<file path="src/rtl/vending_machine_param.sv">
// Two-product vending controller with credit accumulation and greedy change return.
// All money is counted in nickel units (nickel = 1, dime = 2, quarter = 5).
//
// Ports:
//   clk, rs            clock, asynchronous active-high reset
//   nickle/dime/quarter coin-inserted pulses
//   sel_a, sel_b        product request pulses (A wins if both are high)
//   cancel              refund request pulse
//   chg_ready           hopper accepts the presented change coin this cycle
//   s, prod             vend strobe and vended product (0 = A, 1 = B)
//   credit              current credit
//   chg_nickle/dime/quarter  presented change coin (one-hot while refunding)
//   coin_reject, deny   1-cycle pulses: coin returned / selection refused
//   busy                high while vending or returning change
module vending_machine_param #(
    parameter int unsigned CREDIT_W   = 6,
    parameter int unsigned PRICE_A    = 4,
    parameter int unsigned PRICE_B    = 7,
    parameter int unsigned MAX_CREDIT = 12
) (
    input  logic                clk,
    input  logic                rs,
    input  logic                nickle,
    input  logic                dime,
    input  logic                quarter,
    input  logic                sel_a,
    input  logic                sel_b,
    input  logic                cancel,
    input  logic                chg_ready,
    output logic                s,
    output logic                prod,
    output logic [CREDIT_W-1:0] credit,
    output logic                chg_nickle,
    output logic                chg_dime,
    output logic                chg_quarter,
    output logic                coin_reject,
    output logic                deny,
    output logic                busy
);

    typedef enum logic [1:0] {StIdle, StVend, StChange} state_e;

    localparam logic [CREDIT_W-1:0] PriceA  = CREDIT_W'(PRICE_A);
    localparam logic [CREDIT_W-1:0] PriceB  = CREDIT_W'(PRICE_B);
    localparam logic [CREDIT_W:0]   MaxSum  = (CREDIT_W + 1)'(MAX_CREDIT);
    localparam logic [CREDIT_W-1:0] CredZero = '0;
    localparam logic [CREDIT_W-1:0] CredTwo  = CREDIT_W'(2);
    localparam logic [CREDIT_W-1:0] CredFive = CREDIT_W'(5);

    state_e              state_q, state_d;
    logic [CREDIT_W-1:0] credit_q, credit_d;
    logic                prod_q, prod_d;
    logic                s_q, s_d;
    logic                rej_q, rej_d;
    logic                deny_q, deny_d;

    logic                coin_any;
    logic                coin_multi;
    logic [2:0]          coin_val;
    logic [CREDIT_W:0]   sum;
    logic [CREDIT_W-1:0] sel_price;
    logic [CREDIT_W-1:0] vend_price;
    logic [CREDIT_W-1:0] chg_val;

    always_comb begin
        coin_any   = nickle | dime | quarter;
        coin_multi = (nickle & dime) | (nickle & quarter) | (dime & quarter);
        coin_val   = nickle ? 3'd1 : (dime ? 3'd2 : 3'd5);
        // One extra bit so an overflowing coin is detected rather than wrapped.
        sum        = {1'b0, credit_q} + (CREDIT_W + 1)'(coin_val);
        sel_price  = sel_a ? PriceA : PriceB;
        vend_price = prod_q ? PriceB : PriceA;
        // Greedy coin choice: largest coin not exceeding the remaining credit.
        if (credit_q >= CredFive) begin
            chg_val = CredFive;
        end else if (credit_q >= CredTwo) begin
            chg_val = CredTwo;
        end else begin
            chg_val = CREDIT_W'(1);
        end
    end

    always_comb begin
        state_d  = state_q;
        credit_d = credit_q;
        prod_d   = prod_q;
        s_d      = 1'b0;
        rej_d    = 1'b0;
        deny_d   = 1'b0;

        unique case (state_q)
            StIdle: begin
                if (cancel) begin
                    if (credit_q != CredZero) begin
                        state_d = StChange;
                    end
                    rej_d = coin_any;
                end else if (sel_a || sel_b) begin
                    if (credit_q >= sel_price) begin
                        state_d = StVend;
                        prod_d  = ~sel_a;
                        s_d     = 1'b1;
                    end else begin
                        deny_d = 1'b1;
                    end
                    rej_d = coin_any;
                end else if (coin_any) begin
                    if (coin_multi || (sum > MaxSum)) begin
                        rej_d = 1'b1;
                    end else begin
                        credit_d = sum[CREDIT_W-1:0];
                    end
                end
            end
            StVend: begin
                credit_d = credit_q - vend_price;
                state_d  = (credit_d != CredZero) ? StChange : StIdle;
                rej_d    = coin_any;
            end
            StChange: begin
                if (chg_ready) begin
                    credit_d = credit_q - chg_val;
                    if (credit_d == CredZero) begin
                        state_d = StIdle;
                    end
                end
                rej_d = coin_any;
            end
            default: begin
                state_d = StIdle;
            end
        endcase
    end

    always_ff @(posedge clk or posedge rs) begin
        if (rs) begin
            state_q  <= StIdle;
            credit_q <= '0;
            prod_q   <= 1'b0;
            s_q      <= 1'b0;
            rej_q    <= 1'b0;
            deny_q   <= 1'b0;
        end else begin
            state_q  <= state_d;
            credit_q <= credit_d;
            prod_q   <= prod_d;
            s_q      <= s_d;
            rej_q    <= rej_d;
            deny_q   <= deny_d;
        end
    end

    always_comb begin
        s           = s_q;
        prod        = prod_q;
        credit      = credit_q;
        coin_reject = rej_q;
        deny        = deny_q;
        busy        = (state_q != StIdle);
        chg_quarter = (state_q == StChange) && (chg_val == CredFive);
        chg_dime    = (state_q == StChange) && (chg_val == CredTwo);
        chg_nickle  = (state_q == StChange) && (chg_val == CREDIT_W'(1));
    end

endmodule
</file>
<file path="config.mk">
export PLATFORM = sky130hd
export DESIGN_NAME = vending_machine_param
export DESIGN_NICKNAME = d
export VERILOG_FILES = /design/src/rtl/vending_machine_param.sv
export SDC_FILE = /design/constraint.sdc
export NUM_CORES = 1
export LEC_CHECK = 0
export CORE_MARGIN = 2
export CORE_UTILIZATION = 35
export CTS_BUF_LIST = sky130_fd_sc_hd__clkbuf_4 sky130_fd_sc_hd__clkbuf_8 sky130_fd_sc_hd__clkbuf_16
export CTS_CLUSTER_DIAMETER = 100
export DETAILED_ROUTE_END_ITERATION = 8
export GPL_TIMING_DRIVEN = 0
export HOLD_SLACK_MARGIN = 0.03
export PLACE_DENSITY_LB_ADDON = 0.3
export SYNTH_ARGS = -nofsm -noshare
export SYNTH_HDL_FRONTEND = slang
export SYNTH_SLANG_ARGS = --single-unit
</file>
<file path="constraint.sdc">
create_clock -name clk -period 7.78 [get_ports clk]
set_input_delay 1.945 -clock clk [delete_from_list [all_inputs] [get_ports clk]]
set_output_delay 1.945 -clock clk [all_outputs]
set_load 0.03 [all_outputs]
</file>
### Word level (Yosys, flattened, before mapping)

Index checks and enable logic that the tools add are counted.
W data, S select, Z words.

| operators by class | value |
|---|---|
| $add $sub $neg | 3 |
| $lt $le $gt $ge | 4 |
| equality and inequality tests | 14 |
| muxes and demuxes | 33 |
| bitwise logic cells | 9 |
| reductions and logical operators | 15 |

Operators with widths:

| cell | number |
|---|---|
| $mux W6 | 5 |
| $mux W2 | 10 |
| $pmux W6 S3 | 1 |
| $mux W1 | 12 |
| $ne A2 B2 Y1 const B | 6 |
| $reduce_bool A6 Y1 | 2 |
| $mux W3 | 3 |
| $ne A3 B3 Y1 const B | 3 |
| $add A6 B3 Y7 | 1 |
| $gt A7 B4 Y1 const B | 1 |
| $eq A6 B1 Y1 const B | 1 |
| $eq A6 B2 Y1 const B | 1 |
| $eq A6 B3 Y1 const B | 1 |
| $ge A6 B2 Y1 const B | 1 |
| $ge A6 B3 Y1 | 1 |
| $ge A6 B3 Y1 const B | 1 |
| $logic_not A6 Y1 | 1 |
| $pmux W2 S3 | 1 |
| $reduce_and A6 Y1 | 1 |
| $sub A6 B3 Y6 | 1 |
| $sub A6 B6 Y6 | 1 |
| $reduce_and A5 Y1 | 1 |
| $or A1 B1 Y1 | 4 |
| $reduce_and A4 Y1 | 1 |
| 11 further kinds | 17 |

| storage, ports and cells | value |
|---|---|
| flip-flop bits (word level) | 12 |
| word-level logic and storage cells | 84 |

### Logic depth before layout (Yosys ltp)

| logic depth | value |
|---|---|
| word-level depth | 10 |
| depth in mapped cells | 13 |
| gate-level depth less buffers | 13 |

### Worst setup path after synthesis

OpenSTA, ideal clock, no wires.

| timing | value |
|---|---|
| kind | input -> register |
| start point | input port nickle |
| end point | register credit_q[1], in the netlist credit[1] |
| library setup time | 0.125 ns |
| arrival time | 4.042 ns |
| data required time | 7.655 ns |
| setup slack | 3.613 ns |
| cell stages on the path | 9 |
| cell sequence | nand2b_1 > ha_1 > inv_1 > fa_1 > or3b_4 > a2111oi_4 > a21oi_2 > o31a_4 > mux2_4 |

| between the ends | value |
|---|---|
| longest elaborated chain between the ends | 7 |

RTL lines:

| element | RTL line | RTL |
|---|---|---|
| start, declared | 23 | `input logic nickle,` |
| branches (longest 7 deep; another with $add A6 B3 Y7) | n/a |  |
| end signal, assigned | 145 | `credit_q <= credit_d;` |
| end, declared | 51 | `logic [CREDIT_W-1:0] credit_q, credit_d;` |

Parallel ways; which one is timed is not known. The select of a mux whose other input is x is not followed.
A chain may end at the register's enable or synchronous reset.

### Worst setup path after layout

| timing | value |
|---|---|
| start point | input port nickle |
| end point | register credit_q[2], in the netlist credit[2] |

The elaborated chain is that of the path after synthesis.

==> flow_metrics.tcl <==
set metrics [dict create \
    r2r-end "state_q[0]" \
    syn-mean-instance-area_sq_um 8.226 \
    cts_tree "done" \
    ctsResizeCount 0 \
    syn-num-nets 193 \
    synthArstFlopShare 1.000 \
    grt_max_degree 13 \
    core-area_sq_um 3716 \
    row_count 22 \
    hpwl_mm 2.808 \
    postRouteWirelength_mm 3.546 \
    period_minus_slack_ps 4587 \
    clk_pin_slew_ps 60 \
    leakagePower_uw 0.0007223 \
    h-tree-depth 1 \
    dieHeight_um 66.65 \
    crit_chain "clkdlybuf4s50_1 > nand2b_1 > ha_1 > inv_1 > fa_1 > or3b_4 > a2111oi_4 > a21oi_2 > o31a_4 > mux2_4" \
    slew_headroom 0.6629 \
    ir_worst_vdd_mv 0.1780 \
    finalHoldViolations 0 \
    grt_pass1_vias 1251 \
    diodes 0 \
    first_pass_iters 4 \
    ys.flop_type "dfrtp_1" \
    via_count 1293 \
    viasPerCell 5.365 \
    num-nets-final 220 \
    setup_violations 0 \
    cts_root_buf "clkbuf_8" \
    design_area_sq_um 1709 \
    status "finished clean" \
    grt_usage 0.1721 \
    drcViolationCount 0 \
    fin_ws_ps 3193 \
    synth-seq-cells 12 \
    die_area_sq_um 4442 \
    detail-route-antenna-nets 0 \
    synth_top_area_frac 0.2186 \
    gp_congestion 0.8350 \
    grt_overflow_total 0 \
    holdPathEnd "state_q[0]" \
    hold_path_class "register to register" \
    min_from "state_q[0]" \
    fp.dieW_um 66.65 \
    cts_buffer_depth 2 \
    finClkSkew_ps 6.223 \
    antenna_found_initial 0 \
    path_max_fanout 6 \
    required_ps 7920 \
    r2r_cells 10 \
    post-route-period-util 0.5896 \
    crit_type "input pin to register" \
    syn_inst 167 \
    area_growth_pct 24.41 \
    maxCapViolations 0 \
    ctsHoldBuffers 0 \
    placed_area_sq_um 1654 \
    clock_latency_ps 250 \
    ys_top_cells_by_area "dfrtp_1 22%, ha_1 13%, inv_1 4.9%" \
    dp_slack_ps 2934 \
    start_util 0.3697 \
    dp.cells 237 \
    slowest_stage "clkdlybuf4s50_1" \
    synth_area_sq_um 1374 \
    post_cts.repair.setup_buffers 0 \
    drt_iter0_drc 43 \
    grt_first_pass_wirelength_mm 5.768 \
    io_buffers 22 \
    synth_edf_count 0 \
    slew_violations 0 \
    cp-start-kind "input pin" \
    timing.setup.tns_ps 0 \
    ff2ff_setup_slack_ps 4290 \
    synth_cell_types 44 \
    routedWlPerCell_um 14.71 \
    ys_seq_area_frac 0.2186 \
    hold_depth 1 \
    slowest_delay_ps 450 \
    clock.fmax_mhz 218.0 \
    cts_made_buffers 3 \
    worst_setup_path_end_kind "register" \
    yosys_warnings 0 \
    io_pins 23 \
    rsz0062_at_grt "false" \
    final_layout_size_suffix_gt1_frac 0.06736 \
    synth_top_area_cell "dfrtp_1" \
    regToRegStartpoint "credit[2]" \
    clock-sinks 12 \
    power_density_nw_per_um2 518.2 \
    worst_ep_arrival_time_ps 4730 \
    final_cells 241 \
    worst_slew_pin_slew_ps 505.7 \
]
power breakdown:
| group | switching (uW) | total, uW | internal (uW) |
|---|---|---|---|
| clock network | 27.0 | 71.8 | 44.9 |
| logic | 398 | 694 | 295 |
| registers | 30.3 | 120 | 89.9 |
cells in the mapped netlist (2+ instances only):
master	number
xnor2_1	5
or3_1	3
a21oi_2	3
mux2_1	2
o21ai_0	9
o21ai_1	4
a21oi_1	8
a21o_1	2
dfrtp_1	12
ha_1	14
nor2_1	17
nand2_1	10
a221oi_1	2
clkbuf_1	6
o22ai_1	4
nand2b_1	6
nor3_1	4
fa_1	3
mux2_4	2
a211oi_1	2
mux2i_1	3
nor4_1	2
inv_1	18
a31oi_1	2
nor2b_1	5
worst max path at each step:
| stage | start | to | slack (ps) | cells after the start |
|---|---|---|---|---|
| 2_1_floorplan | nickle | credit[1] | 3610 | 9 |
| 3_3_place_gp | nickle | credit[1] | 2970 | 10 |
| 3_5_place_dp | nickle | credit[1] | 2930 | 10 |
| 4_1_cts | nickle | credit[1] | 3190 | 10 |
| 5_1_grt | nickle | credit[1] | 3040 | 10 |
| 6_report | nickle | credit[2] | 3190 | 10 |
critical path: cells and delay by family:
| family | cells | cell delay (ps) |
|---|---|---|
| and+or+nand+nor | 2 | 630 |
| buffers and inverters | 2 | 520 |
| AOI/OAI and AO/OA | 3 | 830 |
| adders and majority gates | 2 | 490 |
| muxes | 1 | 300 |
cells in the final DEF (no fill, tap or decap), types with 2 or more instances in the layout:
cell type | netlist | layout
o21ai_1 | 4 | 4
a21oi_1 | 8 | 8
inv_1 | 18 | 18
a221oi_1 | 2 | 2
nand2_1 | 10 | 10
mux2_4 | 2 | 2
a211oi_1 | 2 | 2
nor3_1 | 4 | 4
nor4_1 | 2 | 2
nor2_1 | 17 | 17
nand2b_1 | 6 | 6
clkdlybuf4s50_1 | 0 | 22
fa_1 | 3 | 3
a31oi_1 | 2 | 2
o21ai_0 | 9 | 9
dfrtp_1 | 12 | 12
xnor2_1 | 5 | 5
or3_1 | 3 | 3
a21o_1 | 2 | 2
mux2_1 | 2 | 2
clkbuf_8 | 0 | 4
clkbuf_1 | 6 | 6
a21oi_2 | 3 | 3
mux2i_1 | 3 | 3
o22ai_1 | 4 | 4
nor2b_1 | 5 | 5
ha_1 | 14 | 14
per-stage QoR:
step | util | hold WS [ps] | total power (uW)
floorplan | - | 511.6 | 629.6
global placement | 0.4451 | 551.0 | 800.2
detailed placement | 0.4451 | 555.2 | 809.6
CTS | 0.4599 | 577.2 | 884.4
global route | 0.4599 | 592.8 | 963.5
finish | 0.4599 | 577.0 | 885.6
cells by family after synthesis:
group                      Yosys count  synth area share
buffers and inverters               25           0.06921
muxes                                7           0.06011
xor gates and xnor gates             6           0.03825
DFF                                 12            0.2186
AOI/OAI and AO/OA                   49            0.2578
adders and majority gates           17            0.1712
and+or+nand+nor                     51            0.1849
registers in the layout, indices dropped and copies added (netlist names):
signal / cells
deny: 1
coin_reject: 1
credit: 6
prod: 1
state_q: 2
s: 1
cell type report:
cell class	instances	area (sq um)
multi-input cells	130	978.4
clock buffers	4	55.05
fillers	400	2007
well taps	48	60.06
plain buffers	7	27.53
repair buffers	22	220.2
flip-flops and latches	12	300.3
inverters	18	67.56
routing by layer:
metal	wire (um)	global-route usage	vias up
li1	-	-	642
met1	1675	0.2200	615
met2	1641	0.2963	31
met3	182	0.02365	5
met4	46	0.05612	0
met5	0	0	-
Power figures use the tool's default switching activity.
